--- config.mk ---
export PLATFORM = sky130hd
export DESIGN_NAME = ifid_fetch_stage
export DESIGN_NICKNAME = d
export VERILOG_FILES = /design/src/rtl/ifid_fetch_stage.sv
export SDC_FILE = /design/constraint.sdc
export NUM_CORES = 1
export LEC_CHECK = 0
export BUFFER_PORTS_ARGS = -buffer_cell sky130_fd_sc_hd__buf_2
export CORE_UTILIZATION = 30
export CTS_CLUSTER_SIZE = 30
export DETAILED_ROUTE_END_ITERATION = 10
export SYNTH_ARGS = -nofsm -noshare
export SYNTH_HDL_FRONTEND = slang
export SYNTH_SLANG_ARGS = --single-unit
export TNS_END_PERCENT = 50
--- constraint.sdc ---
create_clock -name clk -period 1.53 [get_ports clk]
set_clock_uncertainty 0.1 [all_clocks]
set_input_delay 0.306 -clock clk [delete_from_list [all_inputs] [get_ports clk]]
set_output_delay 0.306 -clock clk [all_outputs]
set_load 0.02 [all_outputs]
--- src/rtl/ifid_fetch_stage.sv ---
// rtl/ifid_fetch_stage.sv - instruction fetch stage with IF/ID register
// Keeps at most one Icache request outstanding and squashes responses made stale by a flush.
module ifid_fetch_stage #(
    parameter int                    ADDR_WIDTH = 32,
    parameter int                    INST_WIDTH = 32,
    parameter logic [ADDR_WIDTH-1:0] START_PC   = 32'h8000_0000,
    parameter logic [INST_WIDTH-1:0] NOP_INST   = 32'h0000_0013
) (
    input  logic                  clk,
    input  logic                  rst_n,
    input  logic [ADDR_WIDTH-1:0] Fetch_NextPC,
    input  logic                  EX_BranchFlag,
    input  logic                  Ctrl_ExcpFlag,
    input  logic                  Ctrl_Stall,
    output logic                  IFID_IcacheReq,
    output logic [ADDR_WIDTH-1:0] IFID_IcacheAddr,
    input  logic                  Icache_Valid,
    input  logic [INST_WIDTH-1:0] Icache_Data,
    output logic [ADDR_WIDTH-1:0] IFID_NowPC,
    output logic [INST_WIDTH-1:0] IFID_Inst,
    output logic                  IFID_Valid
);

    typedef enum logic [1:0] {S_BOOT, S_WAIT, S_HOLD} state_t;

    state_t                r_state;
    state_t                w_next;
    logic [ADDR_WIDTH-1:0] r_req_addr;
    logic [ADDR_WIDTH-1:0] r_redirect;
    logic                  r_drop;
    logic [ADDR_WIDTH-1:0] r_now_pc;
    logic [INST_WIDTH-1:0] r_inst;
    logic                  r_valid;
    logic                  w_flush;
    logic                  w_req;
    logic                  w_issue;
    logic [ADDR_WIDTH-1:0] w_addr;

    assign w_flush = EX_BranchFlag | Ctrl_ExcpFlag;

    always_comb begin
        w_next  = r_state;
        w_req   = 1'b0;
        w_issue = 1'b0;
        w_addr  = r_req_addr;
        case (r_state)
            S_BOOT: begin
                w_req  = 1'b1;
                w_addr = START_PC;
                w_next = S_WAIT;
            end
            S_WAIT: begin
                w_req = 1'b1;
                if (Icache_Valid && !w_flush && !r_drop)
                    w_next = S_HOLD;
            end
            S_HOLD: begin
                // Flush overrides stall: the redirect target must be fetched now.
                if (w_flush || !Ctrl_Stall) begin
                    w_req   = 1'b1;
                    w_issue = 1'b1;
                    w_addr  = Fetch_NextPC;
                    w_next  = S_WAIT;
                end
            end
            default: w_next = S_BOOT;
        endcase
    end

    always_ff @(posedge clk or negedge rst_n) begin
        if (!rst_n) begin
            r_state    <= S_BOOT;
            r_req_addr <= START_PC;
            r_redirect <= START_PC;
            r_drop     <= 1'b0;
            r_now_pc   <= START_PC;
            r_inst     <= NOP_INST;
            r_valid    <= 1'b0;
        end else begin
            r_state <= w_next;
            case (r_state)
                S_WAIT: begin
                    if (Icache_Valid) begin
                        if (w_flush) begin
                            r_req_addr <= Fetch_NextPC;
                            r_drop     <= 1'b0;
                        end else if (r_drop) begin
                            r_req_addr <= r_redirect;
                            r_drop     <= 1'b0;
                        end else begin
                            r_now_pc <= r_req_addr;
                            r_inst   <= Icache_Data;
                            r_valid  <= 1'b1;
                        end
                    end else if (w_flush) begin
                        // Address must stay put until the in-flight response returns.
                        r_redirect <= Fetch_NextPC;
                        r_drop     <= 1'b1;
                    end
                end
                S_HOLD: begin
                    if (w_issue) begin
                        r_req_addr <= Fetch_NextPC;
                        r_valid    <= 1'b0;
                        r_inst     <= NOP_INST;
                    end
                end
                default: ;
            endcase
        end
    end

    assign IFID_IcacheReq  = w_req & rst_n;
    assign IFID_IcacheAddr = w_addr;
    assign IFID_NowPC      = r_now_pc;
    assign IFID_Inst       = r_inst;
    assign IFID_Valid      = r_valid;

endmodule

Yosys cells after proc, flatten, opt, wreduce, memory -nomap -nowiden

Index checks and enable logic that the tools add are counted.

Eq/ne operators: 9
Mux-type cells: 25
Bitwise gates (word level): 5
Reductions and logical operators: 16

Operators by type and width:

| kind                                                 | number |
|---|---|
| 2-to-1 mux 32 bit                                    | 9 |
| one-hot mux 32 bit (2 select lines)                  | 3 |
| != test 2 bit (second input constant)                | 6 |
| 2-to-1 mux 1 bit                                     | 8 |
| AND reduction 4 bit                                  | 2 |
| one-hot mux 2 bit (3 select lines)                   | 1 |
| AND reduction 5 bit                                  | 1 |
| 2-to-1 mux 2 bit                                     | 2 |
| one-hot mux 1 bit (2 select lines)                   | 2 |
| AND reduction 2 bit                                  | 2 |
| nonzero test 2 bit                                   | 2 |
| zero test 1 bit                                      | 3 |
| != test 3 bit (second input constant)                | 1 |
| NOT 1 bit                                            | 3 |
| AND reduction 3 bit                                  | 1 |
| equality test 2 x 1 -> 1 bit (second input constant) | 1 |
| equality test 2 bit (second input constant)          | 1 |
| logical AND 1 bit                                    | 2 |
| zero test 2 bit                                      | 1 |
| OR reduction 2 bit                                   | 1 |
| AND 1 bit                                            | 1 |
| logical OR 1 bit                                     | 1 |
| bitwise OR 1 bit                                     | 1 |

Register bits after elaboration: 132
Input port bits: 70

Logic depth before layout (Yosys ltp)

Gate-level depths: netlist (run 1).

Depth in word-level cells: 6
Mapped depth: 5
Mapped depth without buffers: 3

Worst setup path before layout (run 1)

OpenSTA, ideal clock, no wires.

Path type: register to output
Start: register r_state[0]
End: output IFID_IcacheAddr[0]
Arrival: 1.420 ns
Setup slack: -0.296 ns
Cell stages (with the launch flop): 6
Buffers on the path: 2
Path through: dfrtp_1 > nand2b_1 > buf_2 > nor2_1 > buf_2 > a22o_1

Cells in the longest elaborated chain, start to end: 2

RTL lines:

| element                                                | line | source |
|---|---|---|
| start: declaration                                     | 26   | `state_t r_state;` |
| start signal: assignment                               | 80   | `r_state <= w_next;` |
| equality test 2 bit or zero test 2 bit (tied branches) | 46   | `case (r_state)` |
| one-hot mux 32 bit (2 select lines) (*)                | 46   |  |
| end: declaration                                       | 16   | `output logic [ADDR_WIDTH-1:0] IFID_IcacheAddr,` |

Mark *: on every way between the ends. The rest lies on a longest branch, timed or not.

Worst setup path after layout (run 1)

Start: register r_state[0]
End: output IFID_IcacheAddr[22]

The elaborated chain is that of the path after synthesis.

==> flow_summary_export.csv, run 1 <==
group,metric,value,unit
outcome,outcome,"finished with violations",
outcome,violations,"setup timing",
worst_setup_path,critPathCapture,"IFID_IcacheAddr[22]",
sta,relSlewSlack,52.5,%
global_route,grt_pass1_wl,29200,um
worst_setup_path,crit_type,"flip-flop to output port",
clock_tree,clockBufferDepth,2,
global_route,antenna_found_initial,1,
placed_design,dp.cells,954,
worst_setup_path,arrival,1.67,ns
final_layout,final_cell_area,9430,sq um
worst_setup_path,cp_max_fo,6,
clock_tree,clockRootBuffer,"clkbuf_16",
placed_design,dpl-instance-area,7730,sq um
placed_design,dp_slack,-0.336,ns
global_route,grt.overflow.total,0,
synth,synth-async-reset-ratio,100,%
worst_setup_path,startpoint_type,"flip-flop",
worst_setup_path,slowest_stage,"dfrtp_1",
route,antenna_left,0,
synth,seq_area_frac_synth,54.9,%
placed_design,dp_hpwl,11600,um
die,ioPinCount,168,
sta,post-route-period-util,136,%
worst_setup_path,cp_slowest_stage_delay,0.41,ns
route,drt-total-wl,20300,um
die,die_y,144,um
route,vias,5346,
synth,synthCells,536,
route,drtIter0Drc,248,
die,die_area,20700,sq um
final_layout,layout-drive-gt1-share,56.6,%
clock_tree,cts.htree.levels,4,
worst_setup_path,cp-end-kind,"output port",
die,coreArea,19600,sq um
power,powerDensity,1550,nW/um^2
clock_tree,cts_tree,"yes",
route,top_layer,"met4",
final_layout,final_cell_mix,"135 x buf_2, 125 x dfrtp_1, 56 x nand3_1, 51 x o21ai_0, 43 x buf_6",
global_route,grt_max_degree,133,
placed_design,io_buffers,167,
sta,holdWs,0.0189,ns
clock_tree,clk_latency,0.42,ns
clock_tree,cts_inserted_buffers,17,
worst_setup_path,cp_common_cell,"buf_6",
route,drc_errors,0,
final_layout,nets,805,
die,initial_core_util,30.8,%
worst_setup_path,timing.rr.end,"r_redirect[0]",
final_layout,layout_commonest_cell,"buf_2",
final_layout,fin_util,48.2,%
final_layout,areaGrowthSynthToFinish,56.3,%
sta,worst_pin_slew,0.712,ns
worst_setup_path,critPathRequiredTime,1.12,ns
global_route,grt_pass1_vias,5183,
synth,synth_edf_count,0,
sta,setup_slack,-0.547,ns
route,drt-met1-wl,9050,um
synth,ys_ff_latch,132,
worst_setup_path,r2r_cells,7,
worst_setup_path,r2r_slack,-0.42,ns
sta,finalHoldViolCount,0,
clock_tree,cts_num_sinks,132,
route,routedWlPerCell,20.0,um
worst_setup_path,crit_path_cell_trace,"nand2b_4 -> nor2_4 -> buf_6 -> buf_12 -> a22o_1 -> buf_6",
clock_tree,path_clk_slew,0.06,ns
global_route,grtUsageTotal,18.8,%
sta,period_minus_slack,2.08,ns
final_layout,finalNonFillerCells,1014,
route,met3_length,1020,um
synth,mappedNetlistArea,6030,sq um
route,drtPass1Iterations,4,
sta,slew_viol_final,0,
synth,yosys.cell_types.count,33,
power,leakagePower,4.07,nW
worst_setup_path,r2r-start,"r_state[1]",
sta,fmax,0.481,GHz
die,die_w,144,um
min_path,hold_class,"input pin to flip-flop",
power,ir_drop,0.000812,V
route,avgViaCountPerCell,5.27,
flow_run,drv_cap,0,
sta,rsz0062_at_grt,"true",
die,rows,51,
placed_design,globalplace.congestion,0.743,
synth,yosys_warnings,0,
synth,avgSynthCellArea,11.3,sq um
sta,setup_viol,164,
route,route.met2.wl,10100,um
synth,syn-num-nets,606,
worst_setup_path,worstSetupStartpoint,"r_state[0]",
synth,ys.flop_type,"dfrtp_1",
routing by layer:
layer | GRT usage (%) | vias to the layer above
met3 | 4.33 | 12
met1 | 24.7 | 2703
met2 | 30.6 | 158
li1 | - | 2473
met5 | 0 | -
met4 | 5.43 | 0
registers in the layout, indices dropped and copies added, names as in the netlist:
signal	count
r_req_addr	32
r_redirect	32
r_state	2
IFID_Inst	32
IFID_NowPC	32
IFID_Valid	1
r_drop	1
layout make-up:
type	count	area, sq um
fill	1766	10200
sequential	132	3310
multi-input combinational	343	3180
timing repair buffer	240	2020
clock buffer	19	453
tap	265	332
clock inverter	13	124
inverter	1	3.75
antenna	1	2.50
worst min-delay path by stage:
stage,from,end,slack [ns],cells after the start
floorplan,rst_n,IFID_Inst[10],-0.09,0
global placement,r_redirect[15],r_redirect[15],0.37,1
detailed placement,IFID_NowPC[24],IFID_NowPC[24],0.38,1
CTS,Icache_Data[4],IFID_Inst[4],0.005,2
global route,Icache_Data[4],IFID_Inst[4],0.004,2
finish,Icache_Data[2],IFID_Inst[2],0.02,3
stage by stage:
step	total power [mW]	TNS (ns)
2_1_floorplan	8.16	-8.75
3_3_place_gp	9.72	-32.24
3_5_place_dp	9.79	-33.38
4_1_cts	14.2	-50.43
5_1_grt	15.3	-64.72
6_report	14.6	-55.29
power breakdown:
group	switching (mW)	total [mW]	internal [mW]
Sequential	0.711	5.31	4.60
Clock	1.62	3.96	2.34
Combinational	2.70	5.32	2.62
repair_timing:
action / CTS / global route
endpoints found under the hold margin: 126 / 0
pin swaps: 5 / 5
buffers inserted: 8 / 8
gates resized for setup: 78 / 96
setup endpoints to repair: 166 / 166
gates cloned: 5 / 9
hold buffers: 1 / 0
cells in the mapped netlist (2+ instances only):
library cell	n	share of area (%)
dfrtp_1	126	52
nand3_1	61	5.1
o21ai_0	53	4.4
clkbuf_1	42	2.6
mux2_2	36	6.7
a21oi_1	33	2.7
a221oi_1	32	4.6
a22o_1	32	4.6
a31oi_1	32	3.3
mux2_1	27	5.0
buf_2	15	1.2
o21ai_1	12	1.0
dfstp_2	6	2.6
nor2_1	4	0.25
buf_6	3	0.56
o22a_1	3	0.44
nand2b_1	2	0.21
nor2b_1	2	0.21
worst max-delay path, delay by kind of cell (launching register included):
kind | cells | cell delay, ns
AND/OR/NAND/NOR | 2 | 0.29
flip-flops | 1 | 0.41
buffers and inverters | 3 | 0.39
AO/OA/AOI/OAI | 1 | 0.14
logic make-up after synthesis:
kind of cell | count (synthesis) | synth area share (%)
AOI/OAI and AO/OA | 200 | 21.5
buffers and inverters | 61 | 4.48
and+or+nand+nor | 80 | 7.36
muxes | 63 | 11.8
DFF | 132 | 54.9
No activity file was read; power rests on OpenSTA's default activity.
==> inputs of run 2 (changes only) <==
CTS_BUF_LIST = sky130_fd_sc_hd__clkbuf_4 sky130_fd_sc_hd__clkbuf_8   (was default)
==> flow_summary_export.csv, run 2 (synthesis results as in run 1) <==
group,metric,value,unit
power,ir_drop,0.000779,V
power,powerDensity,1410,nW/um^2
die,die_y,144,um
route,drtPass1Iterations,4,
sta,fmax,0.469,GHz
placed_design,globalplace.congestion,0.743,
sta,setup_viol,164,
sta,relSlewSlack,50.3,%
final_layout,layout-drive-gt1-share,54.9,%
global_route,grt_pass1_vias,5428,
route,top_layer,"met4",
clock_tree,clockRootBuffer,"clkbuf_8",
worst_setup_path,startpoint_type,"flip-flop",
die,rows,51,
die,die_w,144,um
final_layout,finalNonFillerCells,1058,
route,drtIter0Drc,267,
final_layout,layout_commonest_cell,"buf_2",
sta,slew_viol_final,0,
route,met3_length,1100,um
sta,rsz0062_at_grt,"true",
worst_setup_path,crit_type,"flip-flop to output port",
worst_setup_path,critPathRequiredTime,1.12,ns
clock_tree,clockBufferDepth,2,
global_route,antenna_found_initial,1,
outcome,outcome,"finished with violations",
worst_setup_path,cp_max_fo,10,
final_layout,fillers,1716,
die,ioPinCount,168,
placed_design,dp_slack,-0.336,ns
clock_tree,cts_inserted_buffers,17,
outcome,violations,"setup timing",
placed_design,io_buffers,167,
global_route,grt_max_degree,133,
final_layout,areaGrowthSynthToFinish,62.7,%
sta,post-route-period-util,139,%
clock_tree,cts_tree,"yes",
global_route,grtUsageTotal,19.1,%
route,drc_errors,0,
route,drt-total-wl,20400,um
power,totalPowerFinal,13.8,mW
die,initial_core_util,30.8,%
clock_tree,path_clk_slew,0.08,ns
sta,period_minus_slack,2.13,ns
power,leakagePower,4.26,nW
final_layout,final_cell_mix,"129 x buf_2, 126 x dfrtp_1, 61 x nand3_1, 50 x o21ai_0, 46 x buf_6",
global_route,grt.overflow.total,0,
placed_design,dp.cells,954,
worst_setup_path,cp-end-kind,"output port",
global_route,grt_pass1_wl,29900,um
route,vias,5521,
die,die_area,20700,sq um
route,antenna_left,0,
route,avgViaCountPerCell,5.22,
worst_setup_path,arrival,1.73,ns
route,routedWlPerCell,19.3,um
flow_run,drv_cap,0,
sta,finalHoldViolCount,0,
die,coreArea,19600,sq um
route,drt-met1-wl,9010,um
clock_tree,cts.htree.levels,4,
final_layout,nets,849,
sta,worst_pin_slew,0.746,ns
sta,holdWs,0.0260,ns
min_path,hold_class,"input pin to flip-flop",
route,route.met2.wl,10100,um
placed_design,dp_hpwl,11600,um
clock_tree,clk_latency,0.45,ns
clock_tree,cts_num_sinks,132,
sta,setup_slack,-0.602,ns
## run 2: changes by cell type in the layout (fill, tap and decap cells not counted), moves of 7 or more
cell | previous run | this run
mux2_4 | 23 | 30
clkbuf_16 | 24 | 5
clkbuf_8 | 2 | 19
dlygate4sd3_1 | 1 | 35
## run 2: worst max-delay path: stages (launching register included)
cell and delay, ns:
dfrtp_1 0.42, a21o_4 0.30, buf_12 0.17, a22o_4 0.24, buf_4 0.15
## run 2: final timing paths
check                            startpoint             endpoint  slack (ns)  depth (start not counted)
setup / recovery                 r_state[1]  IFID_IcacheAddr[12]       -0.60                          4
hold / removal             Fetch_NextPC[21]       r_redirect[21]        0.03                          2
setup reg to reg                 r_state[1]       r_redirect[10]       -0.51                          8
hold reg to reg               IFID_NowPC[6]        IFID_NowPC[6]        0.39                          1
max in group asynchronous             rst_n       r_redirect[27]        0.28                          3
min in group asynchronous             rst_n       r_req_addr[22]        0.47                          3
## run 2: routing by layer
layer / vias to the layer above / global-route usage (%)
met1: 2771 / 24.5
met2: 180 / 32.1
met4: 0 / 5.26
li1: 2558 / -
met3: 12 / 4.40
met5: - / 0
## run 2: final cells by class
type / count / area [sq um] / share of cell area [%]
timing repair buffer: 284 / 2550 / 26.0
multi-input combinational: 343 / 3230 / 32.9
sequential: 132 / 3310 / 33.7
inverter: 1 / 3.75 / 0.0382
clock inverter: 13 / 124 / 1.26
tap: 265 / 332 / 3.38
antenna: 1 / 2.50 / 0.0255
clock buffer: 19 / 262 / 2.66
## run 2: repair_timing
item                                    in CTS  in global routing
pin swaps                                   11                  5
hold buffers                                35                  0
hold endpoints to repair                   160                  0
endpoints found under the setup margin     167                169
resized for setup                          139                 68
gates cloned                                 7                  7
buffers inserted                            16                  7
## run 2: power by group
part	leakage, nW	internal [mW]	switching [mW]	total (mW)
combinational	2.54	2.85	2.77	5.62
sequential	1.55	4.59	0.724	5.31
clock	0.178	1.39	1.49	2.88
total	4.26	8.83	4.98	13.8
## run 2: through the flow
stage / cell area, sq um / utilization [%] / setup TNS [ns]
finish: 9820 / 50.1 / -66.38
global route: 9810 / 50.1 / -74.59
CTS: 9330 / 47.6 / -52.39
detailed placement: 7730 / 39.5 / -33.38
global placement: 7730 / 39.5 / -32.24
floorplan: 6410 / - / -8.75
